<file path="src/rtl/i2c_pkg.sv">
// Shared I2C definitions: bus state encoding, idle line level and default
// filter/delay depths used by the line filter and the slave protocol block.
package i2c_pkg;

    typedef enum logic {
        IDLE = 1'b0,
        BUSY = 1'b1
    } bus_state_t;

    localparam logic IDLE_LEVEL   = 1'b1;
    localparam int   DEF_FILT_CYC = 4;
    localparam int   DEF_CNT_W    = 3;
    localparam int   DEF_DLY_CYC  = 8;

endpackage

</file>
<file path="src/rtl/line_deglitch.sv">
// One I2C line: two-flop synchroniser followed by a consecutive-sample
// counter filter. The filtered level only moves after FILT_CYC stable samples.
module line_deglitch
    import i2c_pkg::*;
#(
    parameter int FILT_CYC = DEF_FILT_CYC,
    parameter int CNT_W    = DEF_CNT_W
) (
    input  logic i_clk,
    input  logic i_rst_n,
    input  logic i_raw,
    output logic o_filt
);

    logic             r_sync1;
    logic             r_sync2;
    logic             r_filt;
    logic [CNT_W-1:0] r_cnt;
    logic             w_differs;

    assign w_differs = (r_sync2 != r_filt);
    assign o_filt    = r_filt;

    // Two-flop synchroniser, reset to the idle (released) line level
    always_ff @(posedge i_clk or negedge i_rst_n) begin
        if (!i_rst_n) begin
            r_sync1 <= IDLE_LEVEL;
            r_sync2 <= IDLE_LEVEL;
        end else begin
            r_sync1 <= i_raw;
            r_sync2 <= r_sync1;
        end
    end

    // Stability counter: any return to the filtered level restarts the count
    always_ff @(posedge i_clk or negedge i_rst_n) begin
        if (!i_rst_n) begin
            r_filt <= IDLE_LEVEL;
            r_cnt  <= {CNT_W{1'b0}};
        end else if (w_differs) begin
            if (r_cnt == CNT_W'(FILT_CYC - 1)) begin
                r_filt <= r_sync2;
                r_cnt  <= {CNT_W{1'b0}};
            end else begin
                r_cnt  <= r_cnt + CNT_W'(1);
            end
        end else begin
            r_cnt <= {CNT_W{1'b0}};
        end
    end

endmodule

</file>
<file path="src/rtl/i2c_line_filter.sv">
// I2C pad input conditioning: deglitched SDA/SCL, SCL edge strobes,
// START/STOP strobes, bus-busy tracking and the delayed SCL for the SDA driver.
module i2c_line_filter
    import i2c_pkg::*;
#(
    parameter int FILT_CYC = DEF_FILT_CYC,
    parameter int CNT_W    = DEF_CNT_W,
    parameter int DLY_CYC  = DEF_DLY_CYC
) (
    input  logic i_clk,
    input  logic i_rst_n,
    input  logic i_sda_in,
    input  logic i_scl_in,
    output logic o_sda_filt,
    output logic o_scl_filt,
    output logic o_scl_dly,
    output logic o_scl_rise,
    output logic o_scl_fall,
    output logic o_start,
    output logic o_stop,
    output logic o_bus_busy
);

    logic               w_sda_filt;
    logic               w_scl_filt;
    logic               w_start_det;
    logic               w_stop_det;
    logic               w_scl_held_high;
    logic               r_sda_prev;
    logic               r_scl_prev;
    logic               r_scl_rise;
    logic               r_scl_fall;
    logic               r_start;
    logic               r_stop;
    logic               r_bus_busy;
    bus_state_t         r_state;
    logic [DLY_CYC-1:0] r_dly;

    line_deglitch #(.FILT_CYC(FILT_CYC), .CNT_W(CNT_W)) u_sda_deglitch (
        .i_clk   (i_clk),
        .i_rst_n (i_rst_n),
        .i_raw   (i_sda_in),
        .o_filt  (w_sda_filt)
    );

    line_deglitch #(.FILT_CYC(FILT_CYC), .CNT_W(CNT_W)) u_scl_deglitch (
        .i_clk   (i_clk),
        .i_rst_n (i_rst_n),
        .i_raw   (i_scl_in),
        .o_filt  (w_scl_filt)
    );

    // SCL must be high before and after, so a simultaneous SDA/SCL change never qualifies
    assign w_scl_held_high = r_scl_prev & w_scl_filt;
    assign w_start_det     = r_sda_prev & ~w_sda_filt & w_scl_held_high;
    assign w_stop_det      = ~r_sda_prev & w_sda_filt & w_scl_held_high;

    // Previous-cycle copies and registered edge / condition strobes
    always_ff @(posedge i_clk or negedge i_rst_n) begin
        if (!i_rst_n) begin
            r_sda_prev <= IDLE_LEVEL;
            r_scl_prev <= IDLE_LEVEL;
            r_scl_rise <= 1'b0;
            r_scl_fall <= 1'b0;
            r_start    <= 1'b0;
            r_stop     <= 1'b0;
        end else begin
            r_sda_prev <= w_sda_filt;
            r_scl_prev <= w_scl_filt;
            r_scl_rise <= ~r_scl_prev & w_scl_filt;
            r_scl_fall <= r_scl_prev & ~w_scl_filt;
            r_start    <= w_start_det;
            r_stop     <= w_stop_det;
        end
    end

    // Bus-busy FSM; repeated START keeps BUSY, stray STOP keeps IDLE
    always_ff @(posedge i_clk or negedge i_rst_n) begin
        if (!i_rst_n) begin
            r_state    <= IDLE;
            r_bus_busy <= 1'b0;
        end else begin
            case (r_state)
                IDLE: begin
                    if (w_start_det) begin
                        r_state    <= BUSY;
                        r_bus_busy <= 1'b1;
                    end
                end
                BUSY: begin
                    if (w_stop_det) begin
                        r_state    <= IDLE;
                        r_bus_busy <= 1'b0;
                    end
                end
                default: begin
                    r_state    <= IDLE;
                    r_bus_busy <= 1'b0;
                end
            endcase
        end
    end

    // SCL delay line feeding the SDA driver's hold-window timing
    always_ff @(posedge i_clk or negedge i_rst_n) begin
        if (!i_rst_n) begin
            r_dly <= {DLY_CYC{IDLE_LEVEL}};
        end else begin
            r_dly[0] <= w_scl_filt;
            for (int i = 1; i < DLY_CYC; i++) begin
                r_dly[i] <= r_dly[i-1];
            end
        end
    end

    assign o_sda_filt = w_sda_filt;
    assign o_scl_filt = w_scl_filt;
    assign o_scl_dly  = r_dly[DLY_CYC-1];
    assign o_scl_rise = r_scl_rise;
    assign o_scl_fall = r_scl_fall;
    assign o_start    = r_start;
    assign o_stop     = r_stop;
    assign o_bus_busy = r_bus_busy;

endmodule

</file>
<file path="config.mk">
export PLATFORM = sky130hd
export DESIGN_NAME = i2c_line_filter
export DESIGN_NICKNAME = d
export VERILOG_FILES = /design/src/rtl/i2c_pkg.sv /design/src/rtl/line_deglitch.sv /design/src/rtl/i2c_line_filter.sv
export SDC_FILE = /design/constraint.sdc
export NUM_CORES = 1
export LEC_CHECK = 0
export ABC_AREA = 1
export BUFFER_PORTS_ARGS = -buffer_cell sky130_fd_sc_hd__buf_2
export CAP_MARGIN = 20
export CORE_ASPECT_RATIO = 0.5
export CORE_MARGIN = 3
export CORE_UTILIZATION = 25
export CTS_CLUSTER_DIAMETER = 200
export DETAILED_ROUTE_END_ITERATION = 16
export GPL_TIMING_DRIVEN = 0
export PLACE_DENSITY = 0.48
export RECOVER_POWER = 100
export SYNTH_ARGS = -nofsm -noshare
export SYNTH_HDL_FRONTEND = slang
export SYNTH_HIERARCHICAL = 1
export SYNTH_SLANG_ARGS = --single-unit
</file>
<file path="constraint.sdc">
create_clock -name i_clk -period 1.1 [get_ports i_clk]
set_clock_uncertainty 0.15 [all_clocks]
set_input_delay 0.055 -clock i_clk [delete_from_list [all_inputs] [get_ports i_clk]]
set_output_delay 0.055 -clock i_clk [all_outputs]
set_load 0.01 [all_outputs]
</file>
==> results.json, run 1 <==
{
  "status": "finished with violations",
  "violations": "negative setup slack",
  "p_leak_uw": 0.000573,
  "dr.pass1.iters": 4,
  "postRouteAntennaNets": 0,
  "vias": 568,
  "relSlewSlack_pct": 56.6,
  "grt_pass1_wl_um": 2350,
  "io_pins": 12,
  "power.density_nw_per_um2": 2460,
  "cpMostUsedCell": "nand2_2",
  "worst_slew_pin_slew_ps": 651,
  "fp.dieW_um": 93.5,
  "multi_input_area_um2": 218,
  "syn_area_per_cell_um2": 11.4,
  "synthCells": 84,
  "gr-usage-all-layers_pct": 6.63,
  "dp_hpwl_um": 879,
  "drtIter0Drc": 22,
  "arrival_ps": 1250,
  "syn_area_um2": 957,
  "yosys.area_share.simple_pct": 18.6,
  "grt_pass1_vias": 559,
  "stdcell_count": 158,
  "gp_congestion": 0.679,
  "yosys.area_share.adder_pct": 2.61,
  "finalNetCount": 114,
  "r2r-end": "r_state",
  "fillers": 349,
  "h-tree-depth": 1,
  "finalHoldViolCount": 0,
  "min_period_ps": 1190,
  "routedWlPerCell_um": 8.81,
  "num_rows": 15,
  "reg2reg_from": "u_scl_deglitch/o_filt",
  "power_switching_uw": 911,
  "yosysSeqAreaShare_pct": 72.5,
  "rsz0062_at_grt": "yes",
  "crit_type": "flip-flop to flip-flop",
  "yosysWarningCount": 6,
  "insertion_delay_ps": 270,
  "synth-seq-cells": 27,
  "cp-endpoint": "r_state",
  "port_buffers": 11,
  "area_growth_pct": 27.5,
  "timing.critical_path.cells": "nand2_2, nor2_1, nand2_2, nand2_1",
  "grtUsageMet1_pct": 7.44,
  "critPathMaxFanout": 5,
  "clk_path_buf_depth": 2,
  "vias_per_cell": 3.59,
  "synth_compound_area_share_pct": 0,
  "finalMaxSlewViolations": 0,
  "cts_buffers": 3,
  "antenna_found_initial": 0,
  "slowest_delay_ps": 590,
  "path_clk_slew_ps": 90,
  "gr-usage-met2_pct": 11.1,
  "dieArea_um2": 4650,
  "critical_path.startpoint": "u_scl_deglitch/o_filt",
  "grt-busiest-layer": "met2",
  "die_h_um": 49.8,
  "grt_overflow": 0,
  "cp-end-kind": "flip-flop",
  "drt_wl_total_um": 1390,
  "synth_top_family_by_area": "simple AND/OR/NAND/NOR gates",
  "grt_max_degree": 28,
  "syn_nets": 90,
  "start_kind": "flip-flop",
  "drc": 0,
  "p_comb_share_pct": 27.7,
  "peakVddDrop_mv": 0.573,
  "required_ps": 1160,
  "antennaDiodeCount": 0,
  "met3_usage_pct": 2.74,
  "timing.hold.ws_ps": 189,
  "cts_tree": "built",
  "muxShareOfSynthArea_pct": 0,
  "cts_root_buffer": "clkbuf_8",
  "cp_slowest_cell": "dfstp_2",
  "pwr-share-seq_pct": 53.9,
  "finalCritPeriodShare_pct": 108,
  "numPlacedInstances": 146,
  "r2r_cells": 4,
  "ys_types": 9,
  "p_int_uw": 2090,
  "clkPwrFrac_pct": 18.3,
  "setup_viol": 9,
  "hold_path.class": "input pin to asynchronous set/reset pin",
  "p_sw_share_pct": 30.4,
  "seqCellArea_um2": 694,
  "place_area_um2": 1080,
  "drive_above_1_share_pct": 43.0,
  "cts_sinks": 27,
  "r2r_setup_slack_ps": -90,
  "utilization_pct": 34.4,
  "synth_xor_area_share_pct": 0,
  "fmax_ghz": 0.841,
  "setup_ws_ps": -88.4,
  "start_util_pct": 27.0,
  "core_um2": 3550,
  "design_area_um2": 1220,
  "cap_viol_max_count": 0,
  "design_power_total_uw": 3000
}
-- cell usage in the layout, fill, tap and decap left out, drive strengths merged --
cell and n:
nand2 26, inv 16, clkbuf 10, ha 2
buf 9, dlygate4sd3 3, clkinvlp 1, dfstp 15
dfrtp 12, nand3 3, nor2 10
-- power groups by stage --
stage          Sequential, µW  Clock (µW)  Combinational (µW)
5_1_grt                  1660         627                 943
4_1_cts                  1610         590                 770
2_1_floorplan            1660           0                 369
6_report                 1620         550                 831
3_5_place_dp             1640           0                 606
3_3_place_gp             1630           0                 601
-- metal layers --
metal / vias to the layer above / part of all wire (%) / routed length, µm
met3: 2 / 2.0 / 28
met4: 0 / 1.5 / 21
li1: 290 / - / -
met1: 272 / 49 / 686
met5: - / 0 / 0
met2: 4 / 47 / 657
-- per-stage QoR --
stage	setup TNS [ps]	worst slack, ps
3_5_place_dp	-216	-109
3_3_place_gp	-202	-104
5_1_grt	-1310	-150
2_1_floorplan	-114	-61.8
6_report	-579	-88.4
4_1_cts	-480	-103
-- worst min path at each step --
stage	from	to	slack [ps]	cells after the start
2_1_floorplan	i_rst_n	o_bus_busy	-390	0
3_3_place_gp	i_rst_n	u_sda_deglitch/r_cnt[0]	-70	1
3_5_place_dp	i_rst_n	u_sda_deglitch/r_cnt[0]	-60	1
4_1_cts	i_rst_n	u_sda_deglitch/r_cnt[0]	180	2
5_1_grt	r_dly[2]	r_dly[3]	210	0
6_report	i_rst_n	u_sda_deglitch/r_cnt[0]	190	2
-- synthesized netlist by cell type --
| library cell | instances | share of area, % |
|---|---|---|
| dfstp_2 | 15 | 41 |
| nand3_1 | 3 | 1.6 |
| nor2_4 | 1 | 1.2 |
| inv_1 | 16 | 6.3 |
| nor2_1 | 9 | 3.5 |
| dfrtp_1 | 12 | 31 |
| nand2_2 | 8 | 5.2 |
| ha_1 | 2 | 2.6 |
| nand2_1 | 18 | 7.1 |
-- flip-flops by register name, indices dropped and copies added (netlist names) --
| register | count |
|---|---|
| r_dly | 8 |
| u_scl_deglitch/r_cnt | 3 |
| u_sda_deglitch/r_cnt | 3 |
| o_bus_busy | 1 |
| o_scl_fall | 1 |
| o_scl_rise | 1 |
| o_start | 1 |
| o_stop | 1 |
| r_sda_prev | 1 |
| r_state | 1 |
| u_scl_deglitch/o_filt | 1 |
| u_scl_deglitch/r_sync1 | 1 |
| u_scl_deglitch/r_sync2 | 1 |
| u_sda_deglitch/o_filt | 1 |
| u_sda_deglitch/r_sync1 | 1 |
| u_sda_deglitch/r_sync2 | 1 |
-- critical path: cells and delay by family (launching register included) --
kind / cells / cell delay, ps
flip-flops: 1 / 590
AND/OR/NAND/NOR: 4 / 390
-- timing repair --
| action | 4_1_cts | 5_1_grt |
|---|---|---|
| pin swaps | 2 | 2 |
| endpoints found under the setup margin | 11 | 12 |
| resized for setup | 3 | 10 |
| hold endpoints to repair | 15 | 0 |
| buffers inserted | 4 | 1 |
| hold buffers | 3 | 0 |
-- cell type report --
cell class | count | area share, %
clock inverter | 1 | 0.615
multi-input combinational | 41 | 17.8
timing repair buffer | 19 | 11.1
sequential | 27 | 56.9
clock buffer | 3 | 3.38
inverter | 16 | 4.92
tap | 51 | 5.23
-- cell families (layout without fill, tap and decap cells) --
| group | count (synthesis) | count (layout) |
|---|---|---|
| adders and majority gates | 2 | 2 |
| buffers and inverters | 16 | 39 |
| DFF | 27 | 27 |
| and+or+nand+nor | 39 | 39 |
No activity file was read; power rests on OpenSTA's default activity.
==> inputs of run 2 (changes only) <==
--- a/config.mk
+++ b/config.mk
@@ -18,5 +18,4 @@
 export RECOVER_POWER = 100
 export SYNTH_ARGS = -nofsm -noshare
 export SYNTH_HDL_FRONTEND = slang
-export SYNTH_HIERARCHICAL = 1
 export SYNTH_SLANG_ARGS = --single-unit
==> results.json, run 2 <==
{
  "start_kind": "flip-flop",
  "fmax_ghz": 0.833,
  "timing.hold.ws_ps": 185,
  "peakVddDrop_mv": 0.534,
  "yosys-top-cells-area": "dfstp_2 (43%), dfrtp_1 (33%), inv_1 (5.3%)",
  "antennaDiodeCount": 0,
  "cap_viol_max_count": 0,
  "cts_tree": "built",
  "synthFlopType": "dfstp_2",
  "grt_max_degree": 28,
  "syn_nets": 80,
  "dp_hpwl_um": 869,
  "h-tree-depth": 1,
  "min_period_ps": 1200,
  "largest_registers": "r_dly (8), u_scl_deglitch.r_cnt (3), u_sda_deglitch.r_cnt (3)",
  "synthCells": 74,
  "place_area_um2": 1040,
  "largest-register": "r_dly",
  "status": "finished with violations",
  "core_um2": 3240,
  "r2r-end": "o_stop",
  "die_h_um": 48.9,
  "violations": "negative setup slack",
  "grt_pass1_wl_um": 2300,
  "synth_edf_count": 0,
  "grt_overflow": 0,
  "layout_commonest_cell": "dfstp_2",
  "final_cell_mix": "dfstp_2 (15), nand2_1 (12), dfrtp_1 (12)",
  "fin_tns_setup_ps": -759,
  "drc": 0,
  "synth.top_cell.area_share_pct": 42.9,
  "gr-usage-all-layers_pct": 6.84,
  "postRouteAntennaNets": 0,
  "synth.most_common_cell": "dfstp_2",
  "cts_sinks": 27,
  "p_leak_uw": 0.000585,
  "finalHoldViolCount": 0,
  "crit_type": "flip-flop to output pin",
  "vias": 510,
  "antenna_found_initial": 0,
  "ys_types": 12,
  "timing.critical_path.cells": "buf_6",
  "yosysSeqAreaShare_pct": 75.5,
  "finalNetCount": 103,
  "fp.dieW_um": 91.8,
  "clkPwrFrac_pct": 18.1,
  "path_buf_inv": 1,
  "async_reset_ff_share_pct": 100,
  "synth_commonest_cells": "dfstp_2 (15), inv_1 (13), nand2_1 (13)",
  "cts_buffers": 3,
  "dieArea_um2": 4490,
  "syn_area_um2": 920,
  "drt_wl_total_um": 1290,
  "area_growth_pct": 29.1,
  "synth.largest_area_cell": "dfstp_2",
  "drtIter0Drc": 9,
  "clk_path_buf_depth": 2,
  "hold_path.class": "input pin to asynchronous set/reset pin",
  "start_util_pct": 28.4,
  "path_clk_slew_ps": 80,
  "design_area_um2": 1190,
  "critPathMaxFanout": 5,
  "vias_per_cell": 3.54,
  "gp_congestion": 0.641,
  "fillers": 343,
  "power_switching_uw": 839,
  "cts_root_buffer": "clkbuf_8",
  "syn_area_per_cell_um2": 12.4,
  "finalMaxSlewViolations": 0,
  "r2r_cells": 5,
  "slowest_delay_ps": 610,
  "p_int_uw": 2090,
  "p_sw_share_pct": 28.7,
  "r2r_setup_slack_ps": -80,
  "dr.pass1.iters": 4,
  "routedWlPerCell_um": 8.99,
  "grt_pass1_vias": 510,
  "drive_above_1_share_pct": 45.8,
  "place_ws_ps": -109,
  "arrival_ps": 1000,
  "required_ps": 890,
  "finalCritPeriodShare_pct": 109,
  "pwr-share-seq_pct": 55.5,
  "setup_viol": 13,
  "worst_slew_pin_slew_ps": 628,
  "relSlewSlack_pct": 58.1,
  "synth-seq-cells": 27,
  "p_comb_share_pct": 26.3,
  "yosysWarningCount": 0,
  "io_pins": 12,
  "cp_slowest_cell": "dfstp_2",
  "cp-end-kind": "output pin",
  "num_rows": 14,
  "cp_top_family": "flip-flops",
  "port_buffers": 11,
  "setup_ws_ps": -100,
  "design_power_total_uw": 2930,
  "rsz0062_at_grt": "yes",
  "power.density_nw_per_um2": 2470,
  "reg2reg_from": "u_scl_deglitch.o_filt",
  "insertion_delay_ps": 260,
  "largest_reg_flops": 8
}
==> run 2: area by class of cell <==
cell class	count	area (µm²)	area share, %
clock buffers	4	45.0	3.79
inverters	13	48.8	4.11
multi-input cells	34	206	17.4
flip-flops and latches	27	694	58.5
well taps	48	60.1	5.06
repair buffers	18	133	11.2
==> run 2: routing by layer <==
metal,vias to the layer above,track usage (%),routed length [µm],share of wire [%]
li1,260,-,-,-
met1,237,7.93,596,46
met2,9,10.5,607,47
met3,4,3.24,66,5.1
met4,0,3.69,25,1.9
met5,-,0,0,0
==> run 2: cell families after synthesis <==
kind of cell               count (synthesis)  share of synthesized area, %
AOI/OAI and AO/OA                          2                          1.09
and+or+nand+nor                           28                          13.5
xor gates and xnor gates                   2                          1.91
DFF                                       27                          75.5
adders and majority gates                  2                          2.72
buffers and inverters                     13                          5.31
==> run 2: what timing repair did <==
action | in CTS | in global routing
setup endpoints to repair | 14 | 14
buffers inserted | 2 | 2
pin swaps | 1 | 1
hold endpoints to repair | 14 | 0
hold buffers | 3 | 0
resized for setup | 5 | 5
==> run 2: worst max-delay path by stage <==
stage                                      from          to  slack [ps]  cells after the start
after floorplan           u_scl_deglitch.o_filt  o_bus_busy         -60                      5
after global placement    u_scl_deglitch.o_filt  o_bus_busy        -110                      5
after detailed placement  u_scl_deglitch.o_filt  o_bus_busy        -110                      5
after CTS                 u_sda_deglitch.o_filt  o_sda_filt         -90                      1
after global routing      u_scl_deglitch.o_filt     r_state        -150                      5
final                     u_scl_deglitch.o_filt  o_scl_filt        -100                      1
==> run 2: per-stage QoR <==
| step | util, % | std cells |
|---|---|---|
| finish | 36.6 | 144 |
| global route | 36.6 | 144 |
| global placement | 32.0 | 133 |
| detailed placement | 32.0 | 133 |
| floorplan | - | 74 |
| CTS | 35.6 | 142 |
==> run 2: power by group through the flow <==
stage	clock network, µW	logic, µW	registers, µW
after floorplan	0	331	1660
after global placement	0	564	1630
after detailed placement	0	570	1650
after CTS	563	714	1620
after global routing	621	862	1670
final	530	772	1630
